===== config.mk =====
export PLATFORM = sky130hd
export DESIGN_NAME = btn_debounce_toggle
export DESIGN_NICKNAME = d
export VERILOG_FILES = /design/src/rtl/btn_debounce_toggle.sv
export SDC_FILE = /design/constraint.sdc
export NUM_CORES = 1
export LEC_CHECK = 0
export CORE_MARGIN = 2
export CORE_UTILIZATION = 52
export CTS_CLUSTER_DIAMETER = 60
export DETAILED_ROUTE_END_ITERATION = 10
export GPL_TIMING_DRIVEN = 0
export PLACE_DENSITY = 0.85
export SETUP_SLACK_MARGIN = 0.2
export SYNTH_ARGS = -nofsm -noshare
export SYNTH_HDL_FRONTEND = slang
export SYNTH_HIERARCHICAL = 1
export SYNTH_SLANG_ARGS = --single-unit

===== constraint.sdc =====
create_clock -name clk -period 2 [get_ports clk]
set_input_delay 0.2 -clock clk [delete_from_list [all_inputs] [get_ports clk]]
set_output_delay 0.2 -clock clk [all_outputs]
set_load 0.01 [all_outputs]

===== src/rtl/btn_debounce_toggle.sv =====
// Push-button conditioner: 2-flop synchronizer, counting debounce FSM,
// one-cycle press strobe and a press-driven toggle level.

module btn_debounce_toggle #(
  parameter int DEBOUNCE_CYCLES = 4,
  parameter int CNT_W           = 16
) (
  input  logic       clk,
  input  logic       rst,
  input  logic       btn_raw,
  output logic       btn_level,
  output logic       press_pulse,
  output logic       toggle_out,
  output logic [1:0] Estado
);

  typedef enum logic [1:0] {
    IDLE         = 2'b00,
    PRESS_WAIT   = 2'b01,
    PRESSED      = 2'b10,
    RELEASE_WAIT = 2'b11
  } state_t;

  localparam logic [CNT_W-1:0] CNT_MAX  = CNT_W'(DEBOUNCE_CYCLES - 1);
  localparam logic [CNT_W-1:0] CNT_ZERO = {CNT_W{1'b0}};
  localparam logic [CNT_W-1:0] CNT_ONE  = CNT_W'(1'b1);

  // The debounced level is high for the whole time the button is considered held.
  function automatic logic held_state(input state_t s);
    logic held;
    case (s)
      PRESSED:      held = 1'b1;
      RELEASE_WAIT: held = 1'b1;
      default:      held = 1'b0;
    endcase
    return held;
  endfunction

  logic             sync1_r;
  logic             sync2_r;
  logic             btn_s;
  state_t           state_r;
  state_t           state_next_s;
  logic [CNT_W-1:0] cnt_r;
  logic [CNT_W-1:0] cnt_next_s;
  logic             accept_s;
  logic             btn_level_r;
  logic             press_pulse_r;
  logic             toggle_r;

  // Two-flop synchronizer for the asynchronous button input.
  always_ff @(posedge clk or posedge rst) begin
    if (rst) begin
      sync1_r <= 1'b0;
      sync2_r <= 1'b0;
    end else begin
      sync1_r <= btn_raw;
      sync2_r <= sync1_r;
    end
  end

  assign btn_s = sync2_r;

  // Debounce next-state and counter logic; >= keeps a corrupted count from stalling.
  always_comb begin
    state_next_s = IDLE;
    cnt_next_s   = cnt_r;
    accept_s     = 1'b0;
    case (state_r)
      IDLE: begin
        if (btn_s) begin
          state_next_s = PRESS_WAIT;
          cnt_next_s   = CNT_ZERO;
        end else begin
          state_next_s = IDLE;
        end
      end
      PRESS_WAIT: begin
        if (!btn_s) begin
          state_next_s = IDLE;
        end else if (cnt_r >= CNT_MAX) begin
          state_next_s = PRESSED;
          accept_s     = 1'b1;
        end else begin
          state_next_s = PRESS_WAIT;
          cnt_next_s   = cnt_r + CNT_ONE;
        end
      end
      PRESSED: begin
        if (!btn_s) begin
          state_next_s = RELEASE_WAIT;
          cnt_next_s   = CNT_ZERO;
        end else begin
          state_next_s = PRESSED;
        end
      end
      RELEASE_WAIT: begin
        if (btn_s) begin
          state_next_s = PRESSED;
        end else if (cnt_r >= CNT_MAX) begin
          state_next_s = IDLE;
        end else begin
          state_next_s = RELEASE_WAIT;
          cnt_next_s   = cnt_r + CNT_ONE;
        end
      end
      default: begin
        state_next_s = IDLE;
        cnt_next_s   = CNT_ZERO;
      end
    endcase
  end

  // State, counter and registered outputs; level is decoded from the next state
  // so it lines up with the state register.
  always_ff @(posedge clk or posedge rst) begin
    if (rst) begin
      state_r       <= IDLE;
      cnt_r         <= CNT_ZERO;
      btn_level_r   <= 1'b0;
      press_pulse_r <= 1'b0;
      toggle_r      <= 1'b0;
    end else begin
      state_r       <= state_next_s;
      cnt_r         <= cnt_next_s;
      btn_level_r   <= held_state(state_next_s);
      press_pulse_r <= accept_s;
      if (accept_s) begin
        toggle_r <= ~toggle_r;
      end else begin
        toggle_r <= toggle_r;
      end
    end
  end

  assign btn_level   = btn_level_r;
  assign press_pulse = press_pulse_r;
  assign toggle_out  = toggle_r;
  assign Estado      = state_r;

  btn_debounce_toggle_chk #(
    .DEBOUNCE_CYCLES (DEBOUNCE_CYCLES),
    .CNT_W           (CNT_W)
  ) u_chk (
    .clk         (clk),
    .rst         (rst),
    .state       (state_r),
    .cnt         (cnt_r),
    .btn_level   (btn_level_r),
    .press_pulse (press_pulse_r),
    .toggle_out  (toggle_r)
  );

endmodule

// Run-time invariants of the debouncer: single-cycle strobe, toggle only on
// a strobe, level consistent with state, bounded counter.
module btn_debounce_toggle_chk #(
  parameter int DEBOUNCE_CYCLES = 4,
  parameter int CNT_W           = 16
) (
  input logic             clk,
  input logic             rst,
  input logic [1:0]       state,
  input logic [CNT_W-1:0] cnt,
  input logic             btn_level,
  input logic             press_pulse,
  input logic             toggle_out
);

  localparam logic [CNT_W-1:0] CNT_MAX = CNT_W'(DEBOUNCE_CYCLES - 1);

  logic pulse_q_r;
  logic toggle_q_r;

  // One-cycle history of strobe and toggle.
  always_ff @(posedge clk or posedge rst) begin
    if (rst) begin
      pulse_q_r  <= 1'b0;
      toggle_q_r <= 1'b0;
    end else begin
      pulse_q_r  <= press_pulse;
      toggle_q_r <= toggle_out;
    end
  end

  // Invariant checks, sampled before the edge updates.
  always @(posedge clk) begin
    if (!rst) begin
      assert (!(press_pulse && pulse_q_r));
      assert ((toggle_out == toggle_q_r) || press_pulse);
      assert (btn_level == state[1]);
      assert (cnt <= CNT_MAX);
    end
  end

endmodule


==> results.md, run 1 <==
Timing:
- The setup skew after layout is 0.00234 ns.
- The slew at the pin with the worst max-slew slack is 0.777 ns.
- The highest achievable clock rate is 0.630 GHz.
- Setup repair after global routing left no endpoint under its margin.
- The period utilization is 79.3%.
- In the final timing run, aggregate negative setup slack is 0 ns.
- The worst path meets setup with 0.414 ns of slack.
- Setup violations remaining at the end of the flow were counted as 0.
- The number of hold violations in the final report is 0.
- The number of max-slew violations in the final report is 0.
- The clock period minus worst slack is 1.59 ns.
- Headroom to the max-slew limit came out at 48.1%.

Cells and area:
- The number of standard cells in the layout, taps in and fillers out is 84.
- The growth of design area from synthesis to finish is 15.4%.
- The share of layout cells above drive strength 1 is 16.2%.
- The filler cells instantiated in the layout total 102.
- In the final design database the tool counted 73 nets.
- The post-route standard cell area excluding fillers is 948 µm².
- The final antenna diode count is 0.

Worst hold path:
- The startpoint identified for the worst hold timing path is btn_raw.
- The instance count along the most critical hold path is 1.
- The min-delay analysis places its worst path in the category input port to flop.

Synthesis:
- In this run, synthesis inferred 0 flip-flops with an integrated enable.
- The number of register bits inferred by synthesis is 22.
- The number of warning messages in the yosys log is 6.
- Sequential cells were found to cover 67.0% of the synthesized design area.
- The largest total area in the synthesized netlist belongs to sky130_fd_sc_hd__dfrtp_1.
- The number of standard cells after synthesis is 57.
- In the synthesized netlist the dominant register cell turns out to be sky130_fd_sc_hd__dfrtp_1.
- The number of nets in the synthesized netlist is 61.
- The synthesized area per cell is 14.4 µm².
- After synthesis, the largest area contributor takes up 67.0% of total cell area.
- The synthesized netlist occupies a cell area of 822 µm².
- The fraction of registers with async set or reset after synthesis is 100%.
- After synthesis, the cell types taking the most area are sky130_fd_sc_hd__dfrtp_1 (67%), sky130_fd_sc_hd__and2b_1 (10%), sky130_fd_sc_hd__nor4_2 (4.6%).
- The commonest cells after synthesis are sky130_fd_sc_hd__dfrtp_1 (22), sky130_fd_sc_hd__and2b_1 (11), sky130_fd_sc_hd__inv_1 (3), sky130_fd_sc_hd__nor4_2 (3).
- The number of distinct library cells after synthesis is 20.
- The most frequent cell after synthesis is sky130_fd_sc_hd__dfrtp_1.

Critical path:
- On the worst path, the slowest cell contributes a delay of 0.42 ns.
- The critical path runs through a total of 5 cells.
- The logic depth of the worst register-to-register path is 5.
- For this design, the slowest cell found on the critical path is sky130_fd_sc_hd__dfrtp_1.
- The kind of start point of the critical path is a flop.
- The critical path's top delay family is flip-flops.
- The worst register-to-register path begins at cnt_r[0].
- The data required time at the worst endpoint is 2.20 ns.
- STA classifies the critical path endpoint as a flop.
- The arrival time reported for the critical path endpoint is 1.79 ns.
- The type of the worst setup path is flop to flop.
- The buffering stage count on the worst path with inverters included is 0.
- In this run the worst path has a maximum fanout of 4.
- Tracing the worst setup path back leads to its startpoint at cnt_r[0].
- Traced cell by cell, the critical path runs through ha_1 > nor4_2 > nand4_1 > a21o_1 > mux2_4.

Clock tree:
- The CTS H-tree depth is 1.
- The clock tree from TritonCTS is built.
- The cell sitting at the root of the clock tree is a sky130_fd_sc_hd__clkbuf_4.
- The number of gates given a new drive strength after cts is 0.
- After clock tree synthesis, the flow added hold-fix buffers numbering 0.
- No sink is reached through more buffers than the 2 on the longest clock path.
- The later pin in the worst-skew pair is clocked with a latency of 0.31 ns.
- The number of sinks driven by the clock tree is 22.
- After clock tree synthesis, the clock-pin slew on the worst setup and hold paths is 0.11 ns.
- Buffers added to address setup during post-CTS repair amount to 0.
- The TritonCTS buffer count is 3.

Global route:
- For this run, the total global-route usage over all layers was measured as 15.9%.
- Summed over all layers, the global routing overflow is 0.
- The via count of the first global-routing pass is 441.
- The number of antenna violations at the first check in global routing is 0.
- The largest net degree at the start of global routing is 23.
- The first global-routing pass estimated 2.07 mm of wire.

Placement:
- The worst slack at placement is 0.422 ns.
- The post-placement cell count is 80.
- The congestion estimate from routability-driven global placement came to 0.731.
- Input and output buffers added on the ports amount to 7.
- The wire-length estimate of the detail-placed layout is 815 µm.
- Once placement finished, the instance area stood at 912 µm².

Floorplan:
- The starting density of the core is 55.2%.
- Pin placement for this block handled 8 I/O pins.
- The full die area is 1910 µm².
- The area inside the core boundary is 1490 µm².
- The height of the die is 43.8 µm.
- The number of rows in the core area is 14.
- In this run the horizontal extent of the chip is 43.8 µm.

Outcome:
- The run finished with clean final reports.

Power:
- The analysis attributes to cell leakage a power of 0.512 nW.
- Dividing total power by cell area gives a power density of 1160 nW/µm².
- The total power is 1.10 mW.
- The worst-case IR drop observed on VDD is 0.833 mV.

Route:
- The count of TritonRoute iterations in the first routing pass is 2.
- After detailed routing, the wire length on met1 is 527 µm.
- The number of design-rule violations left by the first detailed-router iteration is 2.
- Summed over all nets, wire length on met3 after detailed routing comes to 30 µm.
- The uppermost metal layer occupied by signal nets is met4.
- The remaining number of nets flagged by the antenna check after routing is 0.
- Across all layers, the routed design uses 434 vias.
- The final wirelength is 1.16 mm.
- The final routed wire length divided by cell count is 13.8 µm.
- After detailed routing, the number of vias per cell comes to 5.17.
- Summed over all nets, wire length on met2 after detailed routing comes to 557 µm.
- The number of DRC violations after detailed routing is 0.

Flow run:
- Across the run, the number of max-cap violations was 0.
## flip-flops by register name, indices dropped and copies added (netlist names)
register,count
cnt_r,16
sync1_r,1
toggle_out,1
Estado,1
press_pulse,1
btn_level,1
btn_s,1
## where the power goes
part	internal (mW)	leakage, nW	switching, mW
sequential	0.493	0.296	0.0460
clock	0.111	0.0210	0.132
combinational	0.192	0.195	0.128
total	0.796	0.512	0.306
## worst reg2reg max path, stage by stage (launching register included)
cell and delay, ns:
sky130_fd_sc_hd__dfrtp_1 0.42, sky130_fd_sc_hd__ha_1 0.21, sky130_fd_sc_hd__nor4_2 0.14, sky130_fd_sc_hd__nand4_1 0.21, sky130_fd_sc_hd__a21o_1 0.25, sky130_fd_sc_hd__mux2_4 0.26
## routing by layer
layer | track usage (%) | vias to the layer above
met5 | 0 | -
met4 | 12.7 | 0
met3 | 2.50 | 4
met2 | 22.4 | 6
met1 | 21.9 | 217
li1 | - | 207
## layout by cell type (no fill, tap or decap)
cell type and count:
sky130_fd_sc_hd__clkdlybuf4s50_1 7, sky130_fd_sc_hd__and2b_2 1, sky130_fd_sc_hd__nand4b_1 1, sky130_fd_sc_hd__and2b_1 11, sky130_fd_sc_hd__xnor2_1 2, sky130_fd_sc_hd__nor4_2 3, sky130_fd_sc_hd__a22o_1 1, sky130_fd_sc_hd__clkbuf_1 1
sky130_fd_sc_hd__clkbuf_8 1, sky130_fd_sc_hd__clkbuf_4 3, sky130_fd_sc_hd__nor2_1 1, sky130_fd_sc_hd__mux2_4 1, sky130_fd_sc_hd__mux2_2 1, sky130_fd_sc_hd__nor3b_1 1, sky130_fd_sc_hd__a21o_1 1, sky130_fd_sc_hd__ha_1 1
sky130_fd_sc_hd__buf_4 1, sky130_fd_sc_hd__nor3_1 1, sky130_fd_sc_hd__nand2_1 1, sky130_fd_sc_hd__inv_1 3, sky130_fd_sc_hd__nand4_1 1, sky130_fd_sc_hd__nor2b_1 2, sky130_fd_sc_hd__dfrtp_1 22
## layout make-up
cell class	instances	area [µm²]	share of cell area (%)
Buffer	2	11.3	1.19
Clock buffer	4	36.3	3.83
Inverter	3	11.3	1.19
Multi-Input combinational cell	30	249	26.3
Sequential cell	22	551	58.0
Tap cell	16	20.0	2.11
Timing Repair Buffer	7	70.1	7.39
## logic make-up after synthesis
family                   after synthesis  synth area share [%]
AND/OR/NAND/NOR                       23                  21.5
flip-flops                            22                  67.0
buffers and inverters                  5                  2.74
AO/OA/AOI/OAI                          2                  1.98
XOR/XNOR                               2                  2.13
multiplexers                           2                  3.20
adder cells (fa/ha/maj)                1                  1.52
## final timing paths
| check | end | slack, ns |
|---|---|---|
| setup / recovery | cnt_r[0] | 0.41 |
| hold reg to reg | btn_s | 0.38 |
| setup reg to reg | cnt_r[0] | 0.41 |
| hold / removal | sync1_r | 0.32 |
| min in group asynchronous | cnt_r[3] | 0.33 |
| max in group asynchronous | cnt_r[0] | 1.20 |
## stage by stage
stage,utilization [%],hold slack (ns)
after floorplan,-,0.189
after global placement,61.3,0.335
after detailed placement,61.3,0.346
after CTS,63.7,0.315
after global routing,63.7,0.317
final,63.7,0.320
No activity file was read; power rests on OpenSTA's default activity.
==> inputs of run 2 (changes only) <==
--- a/config.mk
+++ b/config.mk
@@ -6,11 +6,11 @@
 export NUM_CORES = 1
 export LEC_CHECK = 0
 export CORE_MARGIN = 2
-export CORE_UTILIZATION = 52
+export CORE_UTILIZATION = 47
 export CTS_CLUSTER_DIAMETER = 60
 export DETAILED_ROUTE_END_ITERATION = 10
 export GPL_TIMING_DRIVEN = 0
-export PLACE_DENSITY = 0.85
+export PLACE_DENSITY = 0.81
 export SETUP_SLACK_MARGIN = 0.2
 export SYNTH_ARGS = -nofsm -noshare
 export SYNTH_HDL_FRONTEND = slang
==> constraint.sdc (replaced) <==
create_clock -name clk -period 1.3 [get_ports clk]
set_input_delay 0.13 -clock clk [delete_from_list [all_inputs] [get_ports clk]]
set_output_delay 0.13 -clock clk [all_outputs]
set_load 0.01 [all_outputs]
==> run 2 against run 1 <==
Against the previous run: the flow now finishes with violations (setup timing); first-iteration DRC count decreased by 50%; combinational power grew to 2.8 times the previous value; clock power increased by 53%; critical path type unchanged.
==> results.md, run 2 (synthesis gave the netlist of run 1 again) <==
Timing:
- The period utilization was 122% (+43 points).
- The number of hold violations in the final report came to 0 (unchanged).
- The final sum of negative setup slack is -1.63 ns (-1.63 ns).
- The setup skew after layout is 0.00109 ns (-0.00125 ns).
- The tightest slew margin relative to the limit is 46.4% (-1.7 points).
- The final setup slack of the worst path is -0.285 ns (-0.699 ns).
- The clock period minus worst slack came to 1.59 ns (-0.00130 ns).
- The number of max-slew violations in the final report was 0 (unchanged).
- Setup repair after global routing could not meet its margin everywhere.
- The number of failing setup endpoints in the final timing report was 19 (+19).
- The slew at the pin with the worst max-slew slack is 0.803 ns (+0.0253 ns).
- The highest achievable clock rate is 0.631 GHz (about the same).

Power:
- The fraction of power consumed by combinational cells was 43.0% (+14 points).
- The register share of total power came to 39.3% (-9.6 points).
- The power density over cell area came to 1940 nW/µm² (+67%).
- The share of total power in the clock network is 17.7% (-4.4 points).
- The switching part of the total is 28.3% (+0.47 points).
- The worst vdd rail ir drop was 0.980 mV (+18%).
- The total net switching power is 0.593 mW (+94%).
- The total power was 2.10 mW (+90%).
- The design internal power is 1.51 mW (+89%).
- The static power due to leakage is 0.594 nW (+16%).

Clock tree:
- The CTS H-tree depth is 1 (unchanged).
- The TritonCTS buffer count is 3 (unchanged).
- The number of sinks driven by the clock tree was 22 (unchanged).
- The clock tree root driver cell is sky130_fd_sc_hd__clkbuf_4.
- The source-to-sink clock delay at the later pin of the worst-skew pair was 0.30 ns (about the same).
- The clock slew seen by the registers of the worst setup and hold paths is 0.11 ns (about the same).
- TritonCTS built the clock tree.
- The maximum clock path buffer count is 2 (unchanged).

Cells and area:
- The flip-flop count of the largest register after layout is 16 (unchanged).
- The net total in the final layout is 84 (+15%).
- cnt_r holds more flip-flops than any other register.
- The most common cell after layout, fill and taps aside is sky130_fd_sc_hd__dfrtp_1.
- The multi-input logic area is 270 µm² (+8.5%).
- Leaving out fill and tap cells, the most frequent cells in the layout are sky130_fd_sc_hd__dfrtp_1 (21), sky130_fd_sc_hd__and2b_1 (11), sky130_fd_sc_hd__buf_6 (8).
- The share of the core filled with cells is 63.9% (+0.23 points).
- The growth of design area from synthesis to finish is 31.4%.
- The final-layout fill cell count is 114 (+12%).
- The share of layout cells above drive strength 1 is 41.8% (+26 points).
- The final antenna diode count is 0 (unchanged).
- The area of all sequential standard cells came to 552 µm² (+0.23%).

Critical path:
- The critical path goes through ha_2 > nor4_2 > nand4_1 > a21o_1 > mux2_4.
- The arrival time reported for the critical path endpoint is 1.79 ns (about the same).
- The flop-to-flop setup slack came to -0.29 ns (-0.70 ns).
- The type of the worst setup path is flop to flop.
- The endpoint identified for the worst register-to-register timing path is cnt_r[0].
- STA classifies the critical path endpoint as a flop.
- The slowest stage of the critical path belongs to the cell sky130_fd_sc_hd__dfrtp_1.
- The delay of the slowest cell on the worst path came to 0.40 ns (-0.02 ns).
- The peak fanout along the critical path is 4 (unchanged).
- The data required time at the worst endpoint is 1.50 ns (-0.70 ns).
- The kind of start point of the critical path is a flop.
- The startpoint identified for the worst register-to-register timing path is cnt_r[1].
- The logic depth of the worst register-to-register path is 5 (unchanged).

Placement:
- The detailed placement HPWL came to 878 µm (+7.8%).
- The count of input and output buffers came to 7 (unchanged).
- The final weighted congestion of routability-driven global placement is 0.709 (-3.1%).

Route:
- The final wirelength is 1.38 mm (+19%).
- The via count came to 494 (+14%).
- The via-per-instance ratio is 5.15 (-0.40%).
- The final routed wire length divided by cell count was 14.3 µm (+4.1%).
- The number of DRC violations after detailed routing is 0 (unchanged).
- The number of design-rule violations left by the first detailed-router iteration is 1 (-1).
- The remaining number of nets flagged by the antenna check after routing is 0 (unchanged).
- The count of TritonRoute iterations in the first routing pass is 3 (+1).

Outcome:
- The flow ran to the end, but the final reports show violations.
- The final reports fail on setup timing.

Floorplan:
- The height of the die is 45.8 µm (+4.7%).
- The full die area was 2100 µm² (+9.6%).
- The area inside the core boundary was 1690 µm² (+13%).
- The number of rows in the core area came to 15 (+1).
- The starting density of the core is 48.7% (-6.5 points).
- The top-level port count came to 8 (unchanged).
- The x dimension of the die was 45.8 µm (+4.7%).

Global route:
- The number of antenna violations at the first check in global routing is 0 (unchanged).
- The via count of the first global-routing pass is 489 (+11%).
- The largest net degree at the start of global routing is 23 (unchanged).
- The first-pass GRT wire length came to 2.27 mm (+9.7%).
- The total grt overflow is 0 (unchanged).
- The overall routing resource usage is 15.6% (-0.30 points).

Worst hold path:
- The worst hold path terminates at sync1_r.
- The path class of the tightest hold or removal check is input port to flop.
- The source of the worst hold timing path is btn_raw.
- The instance count along the most critical hold path was 1 (unchanged).

Flow run:
- The number of violations of the max-capacitance limit came to 0 (unchanged).
[run 2: worst max path at each step]
stage	startpoint	end	depth (start not counted)
finish	cnt_r[1]	cnt_r[0]	5
global route	cnt_r[1]	cnt_r[0]	5
CTS	cnt_r[1]	cnt_r[0]	5
detailed placement	cnt_r[0]	cnt_r[0]	5
global placement	cnt_r[0]	cnt_r[0]	5
floorplan	cnt_r[0]	cnt_r[0]	5
[run 2: critical path: cells and delay by family, from the launching register on]
| kind | cells | cell delay (ns) |
|---|---|---|
| muxes | 1 | 0.26 |
| DFF | 1 | 0.40 |
| AOI/OAI and AO/OA | 1 | 0.25 |
| and+or+nand+nor | 2 | 0.37 |
| adders and majority gates | 1 | 0.19 |
[run 2: power groups by stage]
| stage | Combinational (mW) | Sequential [mW] | Clock (mW) |
|---|---|---|---|
| 4_1_cts | 0.779 | 0.820 | 0.381 |
| 6_report | 0.902 | 0.825 | 0.371 |
| 2_1_floorplan | 0.303 | 0.855 | 0 |
| 3_5_place_dp | 0.519 | 0.851 | 0 |
| 5_1_grt | 0.970 | 0.835 | 0.419 |
| 3_3_place_gp | 0.491 | 0.839 | 0 |
[run 2: what timing repair did]
item                                    CTS  global route
endpoints found under the setup margin   24            24
cloned                                    0             1
pin swaps                                 5             3
hold buffers                              0             0
endpoints found under the hold margin     0             0
resized for setup                        24             9
setup buffers                             8             2
[run 2: metal layers]
| metal | global-route usage [%] | up-vias | part of all wire [%] |
|---|---|---|---|
| met3 | 3.57 | 2 | 1.3 |
| li1 | - | 231 | - |
| met5 | 0 | - | 0 |
| met2 | 24.5 | 4 | 50 |
| met4 | 6.86 | 0 | 1.7 |
| met1 | 20.5 | 257 | 47 |
[run 2: metrics by stage]
stage	hold slack, ns	setup WS, ns	std cells	instance area (µm²)
floorplan	0.119	-0.0974	57	826
global placement	0.335	-0.221	81	917
detailed placement	0.336	-0.273	81	917
CTS	0.243	-0.275	93	1040
global route	0.253	-0.359	96	1080
finish	0.247	-0.285	96	1080
[run 2: final cells by class]
cell class / count / area share [%]
plain buffers: 2 / 2.32
clock buffers: 4 / 3.36
inverters: 3 / 1.04
multi-input cells: 30 / 25.0
flip-flops and latches: 22 / 51.1
well taps: 17 / 1.97
repair buffers: 18 / 15.2
==> inputs of run 3 (changes only) <==
--- a/config.mk
+++ b/config.mk
@@ -5,12 +5,13 @@
 export SDC_FILE = /design/constraint.sdc
 export NUM_CORES = 1
 export LEC_CHECK = 0
+export ABC_AREA = 1
 export CORE_MARGIN = 2
-export CORE_UTILIZATION = 47
+export CORE_UTILIZATION = 48
 export CTS_CLUSTER_DIAMETER = 60
 export DETAILED_ROUTE_END_ITERATION = 10
 export GPL_TIMING_DRIVEN = 0
-export PLACE_DENSITY = 0.81
+export PLACE_DENSITY = 0.82
 export SETUP_SLACK_MARGIN = 0.2
 export SYNTH_ARGS = -nofsm -noshare
 export SYNTH_HDL_FRONTEND = slang
==> run 3 against run 2 <==
Against the previous run: the run still ends with setup timing left; fmax rose by 14%; critical path type unchanged; routed wire length increased by 23%; non-clock buffer count did not move.
==> results.md, run 3 <==
Cells and area:
- The share of layout cells above drive strength 1 is 36.8% (-4.9 points).
- The final antenna diode count is 0 (unchanged).
- From synthesis to final layout, the design area changed by 27.0%.
- The library cell used most frequently in the layout, excluding fill and tap cells, is sky130_fd_sc_hd__dfrtp_1.
- The net total in the final layout was 120 (+43%).
- The top cell types in the final layout, fill and taps aside, are sky130_fd_sc_hd__dfrtp_1 (20), sky130_fd_sc_hd__inv_1 (19), sky130_fd_sc_hd__nor2_1 (15).
- The post-route standard cell area excluding fillers came to 1150 µm² (+6.8%).
- The final-layout fill cell count came to 143 (+25%).
- The share of the core filled with cells is 66.1% (+2.2 points).
- The flip-flop count of the largest register after layout is 16 (unchanged).
- The largest register by flop count is cnt_r.

Clock tree:
- The TritonCTS buffer count is 3 (unchanged).
- The clock slew seen by the registers of the worst setup and hold paths came to 0.11 ns (about the same).
- The maximum clock path buffer count is 2 (unchanged).
- The source-to-sink clock delay at the later pin of the worst-skew pair is 0.30 ns (about the same).
- The number of sinks driven by the clock tree is 22 (unchanged).
- The CTS H-tree depth is 1 (unchanged).
- The root buffer cell chosen for the clock tree is sky130_fd_sc_hd__clkbuf_4.
- The clock tree from TritonCTS is built.

Critical path:
- The worst setup path is captured at a flop.
- The arrival time reported for the critical path endpoint is 1.58 ns (-0.21 ns).
- The flop-to-flop setup slack is -0.09 ns (+0.20 ns).
- The type of the worst setup path is flop to flop.
- The peak fanout along the critical path came to 5 (+1).
- The kind of start point of the critical path is a flop.
- The data required time at the worst endpoint is 1.50 ns (about the same).

Timing:
- The period utilization is 107% (-15 points).
- Setup repair after global routing could not meet its margin everywhere.
- The number of hold violations in the final report is 0 (unchanged).
- The highest achievable clock rate came to 0.722 GHz (+14%).
- The clock period minus worst slack is 1.39 ns (-0.200 ns).
- The final setup slack of the worst path is -0.0854 ns (+0.200 ns).
- The worst hold slack was 0.264 ns (+0.0165 ns).
- The tightest slew margin relative to the limit came to 46.2% (-0.23 points).
- The setup skew after layout is 0.00614 ns (+0.00504 ns).
- The slew at the pin with the worst max-slew slack is 0.806 ns (+0.00342 ns).
- The number of max-slew violations in the final report came to 0 (unchanged).
- The number of failing setup endpoints in the final timing report came to 19 (unchanged).

Power:
- The static power due to leakage was 0.593 nW (-0.12%).
- The share of total power in the clock network is 14.0% (-3.7 points).
- The design internal power is 1.34 mW (-11%).
- The total net switching power is 0.704 mW (+19%).
- The register share of total power is 40.0% (+0.7 points).
- The power density over cell area is 1770 nW/µm² (-8.9%).
- The worst vdd rail ir drop is 1.08 mV (+10%).
- The switching part of the total was 34.5% (+6.2 points).
- The fraction of power consumed by combinational cells was 46.0% (+3.0 points).

Outcome:
- The final reports fail on setup timing.
- The run finished, with violations left.

Synthesis:
- The number of distinct library cells after synthesis is 14 (-30%).
- The top flip-flop cell by instance count after synthesis is sky130_fd_sc_hd__dfrtp_1.
- The basic-gate share of the synthesized area counting and, or, nand and nor cells is 24.2% (+2.8 points).
- The fraction of registers with async set or reset after synthesis is 100% (unchanged).
- The area share of the largest cell type after synthesis came to 60.6% (-6.4 points).
- The number of nets in the synthesized netlist is 97 (+59%).
- Ranked by total cell area, the synthesized netlist is headed by sky130_fd_sc_hd__dfrtp_1 (61%), sky130_fd_sc_hd__inv_1 (8.3%), sky130_fd_sc_hd__nor2_1 (6.6%).
- The number of warning messages in the yosys log is 6 (unchanged).
- The synthesized area per cell was 9.77 µm² (-32%).
- The number of flops mapped to enable cells by yosys is 0 (unchanged).
- The dominant combinational cell family by area after synthesis is simple AND/OR/NAND/NOR gates.
- The cell accounting for the most synthesized area is sky130_fd_sc_hd__dfrtp_1.
- The number of register bits inferred by synthesis came to 22 (unchanged).
- The compound-gate portion of the synthesized area is 0% (-2.0 points).
- The fraction of synthesized area in multiplexers was 0% (-3.2 points).
- The number of standard cells after synthesis was 93 (+63%).
- The commonest cells after synthesis are sky130_fd_sc_hd__dfrtp_1 (22), sky130_fd_sc_hd__inv_1 (20), sky130_fd_sc_hd__nor2_1 (16), sky130_fd_sc_hd__nand2_1 (13), sky130_fd_sc_hd__nor2_2 (9).
- The xor/xnor share of the synthesized area is 1.79% (-0.34 points).
- The cell area after technology mapping is 908 µm² (+11%).
- The proportion of synthesized chip area in sequential cells was 60.6% (-6.4 points).
- The arithmetic-cell share of the synthesized area counting full adders, half adders and majority gates came to 1.38% (-0.14 points).
- In the post-synthesis netlist, the cell with the most instances is sky130_fd_sc_hd__dfrtp_1.

Global route:
- The largest net degree at the start of global routing is 23 (unchanged).
- The first-pass GRT wire length was 2.58 mm (+14%).
- The total grt overflow is 0 (unchanged).
- The via count of the first global-routing pass is 599 (+22%).
- The overall routing resource usage is 17.5% (+1.9 points).
- The number of antenna violations at the first check in global routing came to 0 (unchanged).

Route:
- The routed metal-1 wirelength is 682 µm (+5.6%).
- The remaining number of nets flagged by the antenna check after routing came to 0 (unchanged).
- The count of TritonRoute iterations in the first routing pass came to 4 (+1).
- The final wirelength is 1.70 mm (+23%).
- The via count came to 616 (+25%).
- The total length of routed met2 wires was 900 µm (+31%).
- The number of DRC violations after detailed routing is 0 (unchanged).
- The uppermost metal layer occupied by signal nets is met4.
- The number of design-rule violations left by the first detailed-router iteration is 15 (+14).
- The via-per-instance ratio was 4.43 (-14%).
- The wire length on met3 is 61 µm (+240%).
- The final routed wire length divided by cell count is 12.2 µm (-15%).

Placement:
- The count of input and output buffers came to 7 (unchanged).
- The detailed placement HPWL is 953 µm (+8.5%).
- The standard cell area after detailed placement came to 1010 µm² (+10%).
- The final weighted congestion of routability-driven global placement was 0.756 (+6.8%).

Floorplan:
- The height of the die was 47.5 µm (+3.7%).
- The starting density of the core is 52.0% (+3.4 points).
- The area inside the core boundary came to 1750 µm² (+3.3%).
- The full die area is 2260 µm² (+7.5%).
- The x dimension of the die came to 47.5 µm (+3.7%).
- The top-level port count is 8 (unchanged).
- The number of rows in the core area is 15 (unchanged).

Worst hold path:
- The worst hold-check path type is input port to flop.

Flow run:
- The number of violations of the max-capacitance limit is 0 (unchanged).
[run 3: changes by cell type in the layout (fill, tap and decap cells not counted), moves of 5 or more]
cell	change
sky130_fd_sc_hd__nand2_1	+10
sky130_fd_sc_hd__nor2_1	+15
sky130_fd_sc_hd__nor2_2	+8
sky130_fd_sc_hd__buf_6	-5
sky130_fd_sc_hd__inv_1	+17
sky130_fd_sc_hd__and2b_1	-11
[run 3: final timing paths]
check	start	to	cells past startpoint
min reg2reg	sync1_r	btn_s	0
max reg2reg	cnt_r[1]	cnt_r[2]	10
max in group asynchronous	rst	btn_level	2
min	btn_raw	sync1_r	1
min in group asynchronous	rst	cnt_r[0]	2
max	cnt_r[1]	cnt_r[2]	10
[run 3: layout make-up]
cell class	instances	area (µm²)	area share [%]
sequential	22	553	47.9
multi-input combinational	48	269	23.3
timing repair buffer	18	160	13.9
inverter	21	86.3	7.48
buffer	2	31.3	2.71
tap	25	31.3	2.71
clock buffer	3	22.5	1.95
[run 3: what timing repair did]
action	4_1_cts	5_1_grt
buffers inserted	6	4
setup endpoints to repair	25	24
gates cloned	0	1
hold buffers	0	0
pin swaps	2	2
hold endpoints to repair	0	0
gates resized for setup	16	10
[run 3: critical path, stage by stage, from the launching register on]
cell	delay, ns
sky130_fd_sc_hd__dfrtp_1	0.41
sky130_fd_sc_hd__ha_2	0.20
sky130_fd_sc_hd__inv_2	0.05
sky130_fd_sc_hd__nand2_2	0.05
sky130_fd_sc_hd__nor2_2	0.09
sky130_fd_sc_hd__nand2_2	0.08
sky130_fd_sc_hd__nand2_4	0.08
sky130_fd_sc_hd__nand2_4	0.07
sky130_fd_sc_hd__inv_8	0.08
sky130_fd_sc_hd__clkbuf_16	0.14
sky130_fd_sc_hd__nor2_2	0.03
[run 3: stage by stage]
stage	setup WS, ns	total power [mW]	cells	setup TNS [ns]
after global routing	-0.171	2.17	139	-2.72
after floorplan	0.00195	1.24	93	0
after global placement	-0.0823	1.41	125	-0.745
final	-0.0854	2.04	139	-1.05
after CTS	-0.0686	1.85	134	-0.582
after detailed placement	-0.112	1.45	125	-1.02
[run 3: logic make-up after synthesis]
kind of cell,Yosys count
fa+ha+maj,1
xor+xnor,1
simple gates,46
buf+inv,23
flops,22
[run 3: power groups by stage]
stage                     clock network (mW)  logic [mW]  registers (mW)
after floorplan                            0       0.383           0.861
after global placement                     0       0.569           0.846
after detailed placement                   0       0.592           0.857
after CTS                              0.305       0.734           0.808
after global routing                   0.324        1.02           0.824
final                                  0.285       0.939           0.818
[run 3: per-layer routing]
layer	vias up	track usage, %
li1	307	-
met1	289	19.8
met2	14	28.6
met3	6	3.40
met4	0	13.9
met5	-	0
